<file path="config.mk">
export PLATFORM = sky130hd
export DESIGN_NAME = jk_bank_arbiter_flat
export DESIGN_NICKNAME = d
export VERILOG_FILES = /design/src/rtl/jk_bank_arbiter_if.sv /design/src/rtl/jk_bank_arbiter.sv /design/src/flat_wrapper.sv
export SDC_FILE = /design/constraint.sdc
export NUM_CORES = 1
export LEC_CHECK = 0
export CORE_UTILIZATION = 41
export DETAILED_ROUTE_END_ITERATION = 16
export HOLD_SLACK_MARGIN = 0.03
export PLACE_DENSITY = 0.8
export SLEW_MARGIN = 20
export SYNTH_ARGS = -nofsm -noshare
export SYNTH_HDL_FRONTEND = slang
export SYNTH_SLANG_ARGS = --single-unit
</file>
<file path="constraint.sdc">
create_clock -name clk -period 2.1 [get_ports clk]
set_input_delay 0.42 -clock clk [delete_from_list [all_inputs] [get_ports clk]]
set_output_delay 0.42 -clock clk [all_outputs]
set_load 0.05 [all_outputs]
</file>
<file path="src/rtl/jk_bank_arbiter_if.sv">
// Requester-side bus of the shared JK bank arbiter.
//   req_valid [NREQ]        : per-requester command valid
//   req_cmd   [2*NREQ]      : requester i command at [2i+1:2i] (00 hold, 01 reset, 10 set, 11 toggle)
//   req_mask  [WIDTH*NREQ]  : requester i bit mask at [WIDTH*i +: WIDTH]
//   req_ready [NREQ]        : one-hot, one-cycle accept pulse to the granted requester
// master = requester side, slave = arbiter side.
interface jk_bank_arbiter_if #(
   parameter int NREQ  = 4,
   parameter int WIDTH = 8
);
   logic [NREQ-1:0]       req_valid;
   logic [2*NREQ-1:0]     req_cmd;
   logic [WIDTH*NREQ-1:0] req_mask;
   logic [NREQ-1:0]       req_ready;

   modport master (output req_valid, req_cmd, req_mask, input req_ready);
   modport slave  (input req_valid, req_cmd, req_mask, output req_ready);
endinterface

</file>
<file path="src/rtl/jk_bank_arbiter.sv">
// Round-robin arbiter/sequencer sharing one WIDTH-bit JK flip-flop bank
// between NREQ requesters. One command is granted per IDLE->DRIVE->IDLE pass:
// the grant edge latches the masked J/K drive, the closing edge applies it to q.
// Ports:
//   clk, rst      : clock, synchronous active-high reset
//   bus (slave)   : req_valid / req_cmd / req_mask in, req_ready out
//   j_out, k_out  : registered J/K drive (non-zero only during DRIVE)
//   q             : JK bank state
//   grant_id      : current or last granted requester
//   busy          : high while in DRIVE
module jk_bank_arbiter #(
   parameter int NREQ  = 4,
   parameter int WIDTH = 8,
   parameter int IDW   = 2
) (
   input  logic             clk,
   input  logic             rst,
   jk_bank_arbiter_if.slave bus,
   output logic [WIDTH-1:0] j_out,
   output logic [WIDTH-1:0] k_out,
   output logic [WIDTH-1:0] q,
   output logic [IDW-1:0]   grant_id,
   output logic             busy
);
   typedef enum logic {IDLE, DRIVE} state_t;

   state_t state, state_nxt;

   logic [IDW-1:0]   rr_ptr, rr_nxt, grant_nxt;
   logic [NREQ-1:0]  ready_r, ready_nxt;
   logic [WIDTH-1:0] j_nxt, k_nxt, q_nxt;
   logic             busy_nxt;

   // Per-requester views of the flat command/mask buses.
   logic [NREQ-1:0][1:0]       cmd_a;
   logic [NREQ-1:0][WIDTH-1:0] mask_a;
   assign cmd_a  = bus.req_cmd;
   assign mask_a = bus.req_mask;

   assign bus.req_ready = ready_r;

   // Round-robin pick: scanning offsets from high to low lets the smallest
   // offset from rr_ptr win, giving "first valid upward from the pointer".
   logic           found;
   logic [IDW-1:0] sel;
   always_comb begin
      logic [IDW-1:0] idx;
      found = 1'b0;
      sel   = '0;
      idx   = '0;
      for (int i = NREQ-1; i >= 0; i--) begin
         idx = IDW'((int'(rr_ptr) + i) % NREQ);
         if (bus.req_valid[idx]) begin
            found = 1'b1;
            sel   = idx;
         end
      end
   end

   // Command bit 1 drives J, bit 0 drives K; unmasked bits hold.
   logic [1:0]       cmd_sel;
   logic [WIDTH-1:0] mask_sel;
   assign cmd_sel  = cmd_a[sel];
   assign mask_sel = mask_a[sel];

   always_comb begin
      state_nxt = state;
      rr_nxt    = rr_ptr;
      grant_nxt = grant_id;
      ready_nxt = '0;
      j_nxt     = '0;
      k_nxt     = '0;
      busy_nxt  = 1'b0;
      q_nxt     = q;
      case (state)
         IDLE: begin
            if (found) begin
               j_nxt          = {WIDTH{cmd_sel[1]}} & mask_sel;
               k_nxt          = {WIDTH{cmd_sel[0]}} & mask_sel;
               ready_nxt[sel] = 1'b1;
               grant_nxt      = sel;
               busy_nxt       = 1'b1;
               state_nxt      = DRIVE;
            end
         end
         DRIVE: begin
            q_nxt     = (j_out & ~q) | (~k_out & q);
            rr_nxt    = (grant_id == IDW'(NREQ-1)) ? '0 : grant_id + IDW'(1);
            state_nxt = IDLE;
         end
      endcase
   end

   always_ff @(posedge clk) begin
      if (rst) begin
         state    <= IDLE;
         rr_ptr   <= '0;
         grant_id <= '0;
         ready_r  <= '0;
         j_out    <= '0;
         k_out    <= '0;
         busy     <= 1'b0;
         q        <= '0;
      end else begin
         state    <= state_nxt;
         rr_ptr   <= rr_nxt;
         grant_id <= grant_nxt;
         ready_r  <= ready_nxt;
         j_out    <= j_nxt;
         k_out    <= k_nxt;
         busy     <= busy_nxt;
         q        <= q_nxt;
      end
   end
endmodule

</file>
<file path="src/flat_wrapper.sv">
// flat-port wrapper written by rule: the top's interface ports become plain ports
module jk_bank_arbiter_flat 
#(
   parameter int NREQ  = 4,
   parameter int WIDTH = 8,
   parameter int IDW   = 2
)
  (clk, rst, j_out, k_out, q, grant_id, busy, bus_req_valid, bus_req_cmd, bus_req_mask, bus_req_ready);
  jk_bank_arbiter_if #(.NREQ(NREQ), .WIDTH(WIDTH)) bus_i ();
  input  logic clk;
  input  logic rst;
  output logic [WIDTH-1:0] j_out;
  output logic [WIDTH-1:0] k_out;
  output logic [WIDTH-1:0] q;
  output logic [IDW-1:0] grant_id;
  output logic busy;
  input wire logic [$bits(bus_i.req_valid)-1:0] bus_req_valid;
  input wire logic [$bits(bus_i.req_cmd)-1:0] bus_req_cmd;
  input wire logic [$bits(bus_i.req_mask)-1:0] bus_req_mask;
  output wire logic [$bits(bus_i.req_ready)-1:0] bus_req_ready;
  assign bus_i.req_valid = bus_req_valid;
  assign bus_i.req_cmd = bus_req_cmd;
  assign bus_i.req_mask = bus_req_mask;
  assign bus_req_ready = bus_i.req_ready;
  jk_bank_arbiter #(.NREQ(NREQ), .WIDTH(WIDTH), .IDW(IDW)) u_core (.clk(clk), .rst(rst), .bus(bus_i), .j_out(j_out), .k_out(k_out), .q(q), .grant_id(grant_id), .busy(busy));
endmodule
</file>
# Word level (Yosys, flattened, before mapping)
# Index checks and enable logic that the tools add are counted.
[word_totals]
out_inout_bits = 31
register_bits = 34
[classes]
eq_ne = 1
n_bitwise = 9
reduce_logical = 4
addsub = 4
n_lt_le_gt_ge = 6
mux = 25
[op_table]
columns = ["op", "count"]
rows = [
  ["AND 8 bit", 4],
  ["binary-select mux 8 bit (select 2 bit)", 1],
  ["NOT 8 bit", 2],
  ["< comparator 2 x 3 -> 1 bit, second input constant", 5],
  ["two-way mux 2 bit", 6],
  ["two-way mux 1 bit", 10],
  ["binary-select mux 1 bit (select 2 bit)", 4],
  ["two-way mux 8 bit", 1],
  ["bitwise OR 8 bit", 1],
  ["adder 2 x 1 -> 2 bit, second input constant", 2],
  ["adder 2 bit, second input constant", 2],
  ["binary-select mux 2 bit (select 2 bit)", 1],
  ["OR reduction 3 bit", 1],
  ["demux 1 bit (select 2 bit)", 1],
  ["equality test 2 bit, second input constant", 1],
  [">= comparator 2 x 1 -> 1 bit, second input constant", 1],
  ["NOT 1 bit", 2],
  ["one-hot mux 1 bit (2 select lines)", 1],
  ["AND reduction 2 bit", 1],
  ["OR reduction 2 bit", 1],
  ["logical AND 1 bit", 1],
]

# Logic depth before layout (Yosys ltp)
# Gate-level depths: netlist of run 1.
[logic_depth]
word_depth = 11
mapped_depth = 7
ltp_nobuf = 5

# Worst setup path before layout of run 1
# No wires, ideal clock.
[synth_timing]
path_type = "register to register"
from = "register u_core.rr_ptr[1]"
to = "register u_core.j_out[0]"
path_buffers = 2
required_ns = 1.968
arrival_time_ns = 1.496
setup_ns = 0.132
stages_incl_launch_ff = 8
slack_ns = 0.472
period_less_slack_ns = 1.628
cell_sequence = "dfxtp_1 buf_6 mux2i_1 o22ai_2 or2_1 clkbuf_1 a211oi_1 a211oi_1"
[synth_between]
elab_chain_len = 10
word_cells_on_any_way = 26
cone_classes = "add/sub: 3; mux: 20; bitwise: 2; reduce/logical: 1"
[synth_rtl]
columns = ["item", "line_no", "rtl"]
rows = [
  ["start, declared", "jk_bank_arbiter.sv:29", "logic [IDW-1:0] rr_ptr, rr_nxt, grant_nxt;"],
  ["start signal, assigned", "jk_bank_arbiter.sv:106", "rr_ptr <= rr_nxt;"],
  ["adder 2 bit", "jk_bank_arbiter.sv:52", "idx = IDW'((int'(rr_ptr) + i) % NREQ);"],
  ["binary-select mux 1 bit (select 2 bit)", "jk_bank_arbiter.sv:53", "if (bus.req_valid[idx]) begin"],
  ["two-way mux 1 bit (implied by the code)", "jk_bank_arbiter.sv:53", ""],
  ["two-way mux 2 bit (4 in a row)", "jk_bank_arbiter.sv:53", ""],
  ["binary-select mux 2 bit (select 2 bit) / binary-select mux 8 bit (select 2 bit) (equally long branches)", "jk_bank_arbiter.sv:63, jk_bank_arbiter.sv:64", ""],
  ["two-way mux 2 bit (implied by the code) / two-way mux 8 bit (equally long branches)", "jk_bank_arbiter.sv:63, jk_bank_arbiter.sv:64", ""],
  ["AND 8 bit", "jk_bank_arbiter.sv:78", "j_nxt = {WIDTH{cmd_sel[1]}} & mask_sel;"],
  ["end signal, assigned", "jk_bank_arbiter.sv:109", "j_out <= j_nxt;"],
  ["end, declared", "jk_bank_arbiter.sv:19", "output logic [WIDTH-1:0] j_out,"],
]
# Several ways; a longest one is shown, not always the timed one. The select of a mux whose other input is x is not followed.
# A chain may end at the register's enable or synchronous reset.

# Worst setup path after layout of run 1
[layout_timing]
from = "input port bus_req_valid[3]"
to = "register u_core.j_out[6]"
[layout_between]
elab_chain_len = 9
word_cells_on_any_way = 23
cone_classes = "mux: 20; bitwise: 2; reduce/logical: 1"
[layout_rtl]
columns = ["item", "line_no", "rtl"]
rows = [
  ["start, declared", "flat_wrapper.sv:17", "input wire logic [$bits(bus_i.req_valid)-1:0] bus_req_valid;"],
  ["binary-select mux 1 bit (select 2 bit)", "jk_bank_arbiter.sv:53", ""],
  ["two-way mux 1 bit (implied by the code)", "jk_bank_arbiter.sv:53", ""],
  ["two-way mux 2 bit (4 in a row)", "jk_bank_arbiter.sv:53", ""],
  ["binary-select mux 2 bit (select 2 bit) / binary-select mux 8 bit (select 2 bit) (equally long branches)", "jk_bank_arbiter.sv:63, jk_bank_arbiter.sv:64", ""],
  ["two-way mux 2 bit (implied by the code) / two-way mux 8 bit (equally long branches)", "jk_bank_arbiter.sv:63, jk_bank_arbiter.sv:64", ""],
  ["AND 8 bit", "jk_bank_arbiter.sv:78", ""],
]
# Several ways; a longest one is shown, not always the timed one. The select of a mux whose other input is x is not followed.

==> out/qor.csv, run 1 <==
stage,metric,value,unit
outcome,run_status,finished clean,
critical_path,r2r-end,u_core.k_out[7]$_SDFF_PP0_,
finish,fillers,299,
timing,period_needed,2.03,ns
min_path,min_path_cells,1,
clock_network,path_clk_slew,0.07,ns
synth,synthFlopType,dfxtp_1,
placement,dp.cells,325,
placement,gpl.final_weighted_congestion,0.881,
critical_path,critPathMostFrequentCell,buf_4,
clock_network,clockRootBuffer,clkbuf_8,
floorplanning,start_util,44.0,%
placement,hpwl,3700,um
critical_path,r2r_slack,0.22,ns
critical_path,cpPeakStageDelay,0.58,ns
finish,nNetsFinal,332,
global_routing,grt_pass1_wl,7870,um
min_path,hold_path_class,flop to flop,
clock_network,hold_buffers,0,
route,vias,1734,
synth,yosys.area.top_type,dfxtp_1,
synth,synthCells,178,
timing,worst_pin_slew,0.525,ns
critical_path,cp_max_fo,5,
synth,ys_types,30,
critical_path,path_cells,"clkdlybuf4s50_1, nor4_1, buf_4, nor3_4, buf_4, nand2_1, o32ai_1",
synth,avgSynthCellArea,9.26,um^2
route,ant_nets,0,
finish,final_cell_mix,"clkdlybuf4s50_1 (74), buf_4 (35), dfxtp_1 (33), a211oi_1 (27), nor2_1 (26)",
timing,slew_headroom,64.9,%
synth,synth_top_cell_area_share,40.1,%
critical_path,criticalPathCategory,input pin to flop,
route,vias_per_cell,5.19,
timing,setup_tns,0,ns
finish,syn_to_final_growth,70.3,%
synth,async_reset_ff_share,0,%
route,drtPass1Iterations,6,
synth,yosysSeqAreaShare,40.1,%
synth,synth_area,1650,um^2
floorplanning,ioPinCount,77,
placement,placed_cell_area,2680,um^2
finish,final_cell_area,2810,um^2
route,wire_per_inst,14.0,um
floorplanning,die_h,65.4,um
critical_path,crit_path_top_delay_cell,clkdlybuf4s50_1,
route,drc,0,
finish,layout_commonest_cell,clkdlybuf4s50_1,
finish,drive_above_1_share,20.6,%
finish,fin_cells,334,
critical_path,arrival,2.22,ns
global_routing,grt_pass1_vias,1748,
placement,io_buffers,76,
synth,synth_nets,225,
timing,fin_worst_skew,0.00437,ns
critical_path,end_kind,flop,
clock_network,clk_latency,0.29,ns
critical_path,ff2ff_path_depth,8,
floorplanning,die_x,65.4,um
route,drtIter0Drc,77,
critical_path,critPathRequiredTime,2.29,ns
clock_network,cts_buffers,5,
floorplanning,core,3740,um^2
global_routing,grt_max_degree,23,
global_routing,antenna_found_initial,0,
synth,synth_edf_count,0,
global_routing,grt_overflow,0,
timing,hold_violations,0,
timing,finalCritPeriodShare,96.6,%
job,maxCapViolCount,0,
clock_network,cts_tree,yes,
synth,synth_area_leaders,"dfxtp_1 (40%), a211oi_1 (13%), nor2_1 (6.2%)",
clock_network,cts_buffer_depth,2,
finish,antenna_cells,0,
critical_path,timing.rr.start,u_core.rr_ptr[1]$_SDFFE_PP0P_,
route,wl,4690,um
global_routing,track_usage,24.8,%
min_path,hp-start,u_core.k_out[3]$_SDFF_PP0_,
pwr,power_leakage,0.00104,uW
floorplanning,rows,22,
pwr,irDropWorstVdd,0.434,mV
timing,max_freq,493,MHz
synth,yosys_warnings,0,
clock_network,clock_sinks,33,
critical_path,worst_setup_path_start_kind,input pin,
clock_network,h-tree-depth,2,
timing,setup_violations,0,
min_path,hold_path_end,u_core.q[3]$_SDFFE_PP0P_,
synth,ys_seq_elements,33,
floorplanning,dieArea,4280,um^2
pwr,powerDensity,647,nW/um^2
timing,slew_viol_final,0,
metal layers:
layer  GRT usage [%]  part of all wire (%)  vias up  wire length (um)
met4            12.2                   2.5        0               116
li1                -                     -      870                 -
met3            6.25                   4.9       12               229
met5               0                     0        -                 0
met1            29.7                    43      793              2040
met2            41.0                    49       59              2310
cells in the mapped netlist (2+ instances only):
cell	instances
dfxtp_1	33
a211oi_1	28
nor2_1	27
nand2_1	18
a21oi_1	12
o21a_1	12
nor3b_1	9
buf_2	4
clkbuf_1	4
mux2i_1	4
buf_6	2
nor3b_4	2
o211ai_2	2
o211ai_4	2
o21a_4	2
o21ai_0	2
o32ai_1	2
per-stage QoR:
step                hold WS (ns)  total power, uW  utilization [%]  setup slack (ns)
floorplan                  0.489             1060                -             0.472
global placement           0.456             1340             71.5            -0.217
detailed placement         0.467             1340             71.5            -0.272
CTS                        0.479             1810             73.8            0.0195
global route               0.497             1910             75.0           -0.0244
finish                     0.476             1810             75.0            0.0708
flip-flops by register name (all words and copies together), names as in the netlist:
signal and flops:
u_core.grant_id 2, u_core.q 8, u_core.k_out 8, u_core.state 1, u_core.rr_ptr 2, u_core.bus.req_ready 4
u_core.j_out 8
report_power, final:
group | switching, uW | total [uW] | internal (uW)
clock | 238 | 466 | 228
sequential | 26.3 | 694 | 668
combinational | 352 | 654 | 303
worst max-delay path by stage:
stage | start | end | slack, ns | cells after the start
final | bus_req_valid[3] | u_core.j_out[6]$_SDFF_PP0_ | 0.07 | 7
after global routing | bus_req_valid[3] | u_core.j_out[6]$_SDFF_PP0_ | -0.02 | 7
after CTS | bus_req_valid[1] | u_core.j_out[6]$_SDFF_PP0_ | 0.02 | 7
after detailed placement | bus_req_valid[1] | u_core.j_out[6]$_SDFF_PP0_ | -0.27 | 7
after global placement | bus_req_valid[1] | u_core.k_out[6]$_SDFF_PP0_ | -0.22 | 7
after floorplan | u_core.rr_ptr[1]$_SDFFE_PP0P_ | u_core.j_out[0]$_SDFF_PP0_ | 0.47 | 7
cells by family after synthesis:
logic type                 share of synthesized area [%]
AOI/OAI and AO/OA                                   33.4
and+or+nand+nor                                     19.1
DFF                                                 40.1
buffers and inverters                               4.18
muxes                                               2.43
adders and majority gates                          0.759
worst max-delay path, delay by kind of cell:
kind            cells  cell delay, ns
compound gates      1            0.33
buf+inv             3            0.95
simple gates        3            0.51
repair_timing:
item,4_1_cts,5_1_grt
gates resized for setup,0,7
setup endpoints to repair,0,16
buffers inserted,0,1
cell type report:
class	instances	area [um^2]	share of cell area, %
Timing Repair Buffer	111	1040	36.9
Multi-Input combinational cell	133	960	34.2
Sequential cell	33	661	23.5
Clock buffer	5	68.8	2.45
Tap cell	48	60.1	2.14
Clock inverter	3	17.5	0.624
Inverter	1	3.75	0.134
No activity file was read; power rests on OpenSTA's default activity.
==> run 2: changes to the inputs <==
Settings changed: ABC_CLOCK_PERIOD_IN_PS set to 2100, CORE_MARGIN set to 4.
==> out/qor.csv, run 2 (same netlist as run 1, synthesis figures left out) <==
stage,metric,value,unit
critical_path,critPathMostFrequentCell,a211oi_1,
timing,rsz0062_at_grt,yes,
critical_path,cp_max_fo,14,
pwr,powerDensity,691,nW/um^2
route,vias_per_cell,5.31,
timing,fin_worst_skew,0.00393,ns
route,drtIter0Drc,73,
finish,drive_above_1_share,19.9,%
clock_network,clock_sinks,33,
route,drtPass1Iterations,4,
critical_path,crit_path_top_delay_cell,clkdlybuf4s50_1,
floorplanning,die_h,71.4,um
finish,syn_to_final_growth,73.1,%
finish,ff_latch_area,661,um^2
clock_network,hold_buffers,0,
critical_path,arrival,2.22,ns
critical_path,end_kind,flop,
placement,gpl.final_weighted_congestion,0.816,
clock_network,cts_buffers,5,
pwr,p_sw_share,30.8,%
global_routing,grt_max_degree,23,
clock_network,post_cts_resized,0,
global_routing,grt_pass1_wl,7940,um
critical_path,path_cells,"clkdlybuf4s50_1, mux2i_1, o22ai_2, buf_12, or2_1, a211oi_1, a211oi_1",
job,maxCapViolCount,0,
clock_network,path_clk_slew,0.06,ns
finish,fillers,279,
pwr,power.clock.fraction,31.0,%
critical_path,worst_setup_path_start_kind,input pin,
finish,multi_input_area,953,um^2
finish,layout_commonest_cell,clkdlybuf4s50_1,
clock_network,h-tree-depth,2,
floorplanning,die_x,71.4,um
route,wl,5080,um
timing,slew_viol_final,0,
placement,pre_cts_slack,-0.244,ns
critical_path,critPathRequiredTime,2.25,ns
finish,final_cell_area,2850,um^2
global_routing,antenna_found_initial,0,
global_routing,grt_overflow,0,
route,drc,0,
global_routing,grt_pass1_vias,1737,
clock_network,cts_setup_buffers,0,
timing,period_needed,2.07,ns
route,wire_per_inst,15.4,um
global_routing,track_usage,19.9,%
clock_network,cts_buffer_depth,2,
clock_network,clockRootBuffer,clkbuf_8,
timing,setup_violations,0,
pwr,p_sw,608,uW
pwr,intPower,1360,uW
floorplanning,core,3770,um^2
timing,timing.final.ws_setup,0.0274,ns
timing,finalCritPeriodShare,98.7,%
pwr,power_leakage,0.00104,uW
clock_network,clk_latency,0.28,ns
timing,hold_violations,0,
floorplanning,start_util,43.7,%
critical_path,criticalPathCategory,input pin to flop,
timing,worst_pin_slew,0.518,ns
placement,placed_cell_area,2710,um^2
min_path,hold_path_class,flop to flop,
floorplanning,rows,22,
finish,antenna_cells,0,
floorplanning,dieArea,5100,um^2
finish,final_cell_mix,"clkdlybuf4s50_1 (75), dfxtp_1 (33), nor2_1 (27), a211oi_1 (25), buf_4 (25)",
critical_path,cpPeakStageDelay,0.51,ns
outcome,run_status,finished clean,
placement,io_buffers,76,
timing,max_freq,482,MHz
finish,nNetsFinal,327,
clock_network,cts_tree,yes,
floorplanning,ioPinCount,77,
pwr,seq_power_share,35.1,%
finish,top_regs,"u_core.j_out: 8 flops, u_core.k_out: 8 flops, u_core.q: 8 flops",
timing,slew_headroom,65.4,%
pwr,irDropWorstVdd,0.366,mV
critical_path,path_delay_family,buffers and inverters,
route,ant_nets,0,
placement,hpwl,3930,um
pwr,combPwrFrac,33.9,%
critical_path,critPathBufInv,2,
route,vias,1746,
==> run 2: area by class of cell <==
| cell class | count | area share [%] |
|---|---|---|
| Inverter | 1 | 0.132 |
| Clock buffer | 7 | 3.03 |
| Clock inverter | 1 | 1.05 |
| Timing Repair Buffer | 106 | 37.1 |
| Tap cell | 48 | 2.11 |
| Multi-Input combinational cell | 133 | 33.4 |
| Sequential cell | 33 | 23.2 |
==> run 2: worst register-to-register path: cells and delay by family, from the launching register on <==
family          cells  cell delay [ns]
compound gates      3             0.57
buf+inv             1             0.17
flops               1             0.40
mux                 1             0.24
simple gates        1             0.34
==> run 2: worst paths after layout <==
path                            slack (ns)                          to                     startpoint  cells past startpoint
worst max-delay path                  0.03  u_core.j_out[0]$_SDFF_PP0_               bus_req_valid[0]                      7
worst min-delay path                  0.49    u_core.q[3]$_SDFFE_PP0P_     u_core.k_out[3]$_SDFF_PP0_                      1
worst max register to register        0.25  u_core.j_out[0]$_SDFF_PP0_  u_core.rr_ptr[1]$_SDFFE_PP0P_                      6
worst min register to register        0.49    u_core.q[3]$_SDFFE_PP0P_     u_core.k_out[3]$_SDFF_PP0_                      1
==> run 2: power by group through the flow <==
stage | registers, uW | logic [uW] | clock network, uW
finish | 693 | 667 | 611
global placement | 706 | 646 | 0
global route | 698 | 704 | 646
floorplan | 836 | 224 | 0
CTS | 693 | 658 | 615
detailed placement | 706 | 655 | 0
==> run 2: per-layer routing <==
metal / vias up / wire length [um] / GRT usage, % / part of all wire [%]
met2: 56 / 2500 / 34.7 / 49
met5: - / 0 / 0 / 0
met3: 8 / 289 / 5.61 / 5.7
met1: 815 / 2210 / 22.7 / 43
li1: 867 / - / - / -
met4: 0 / 83 / 8.14 / 1.6
==> run 2: per-stage QoR <==
step | power, uW | std cells | hold slack [ns] | util [%] | setup TNS (ns)
after detailed placement | 1360 | 321 | 0.476 | 71.8 | -3.16
after floorplan | 1060 | 178 | 0.489 | - | 0
after global placement | 1350 | 321 | 0.460 | 71.8 | -1.85
final | 1970 | 329 | 0.487 | 75.6 | 0
after global routing | 2050 | 329 | 0.511 | 75.6 | -0.313
after CTS | 1960 | 329 | 0.486 | 74.9 | 0
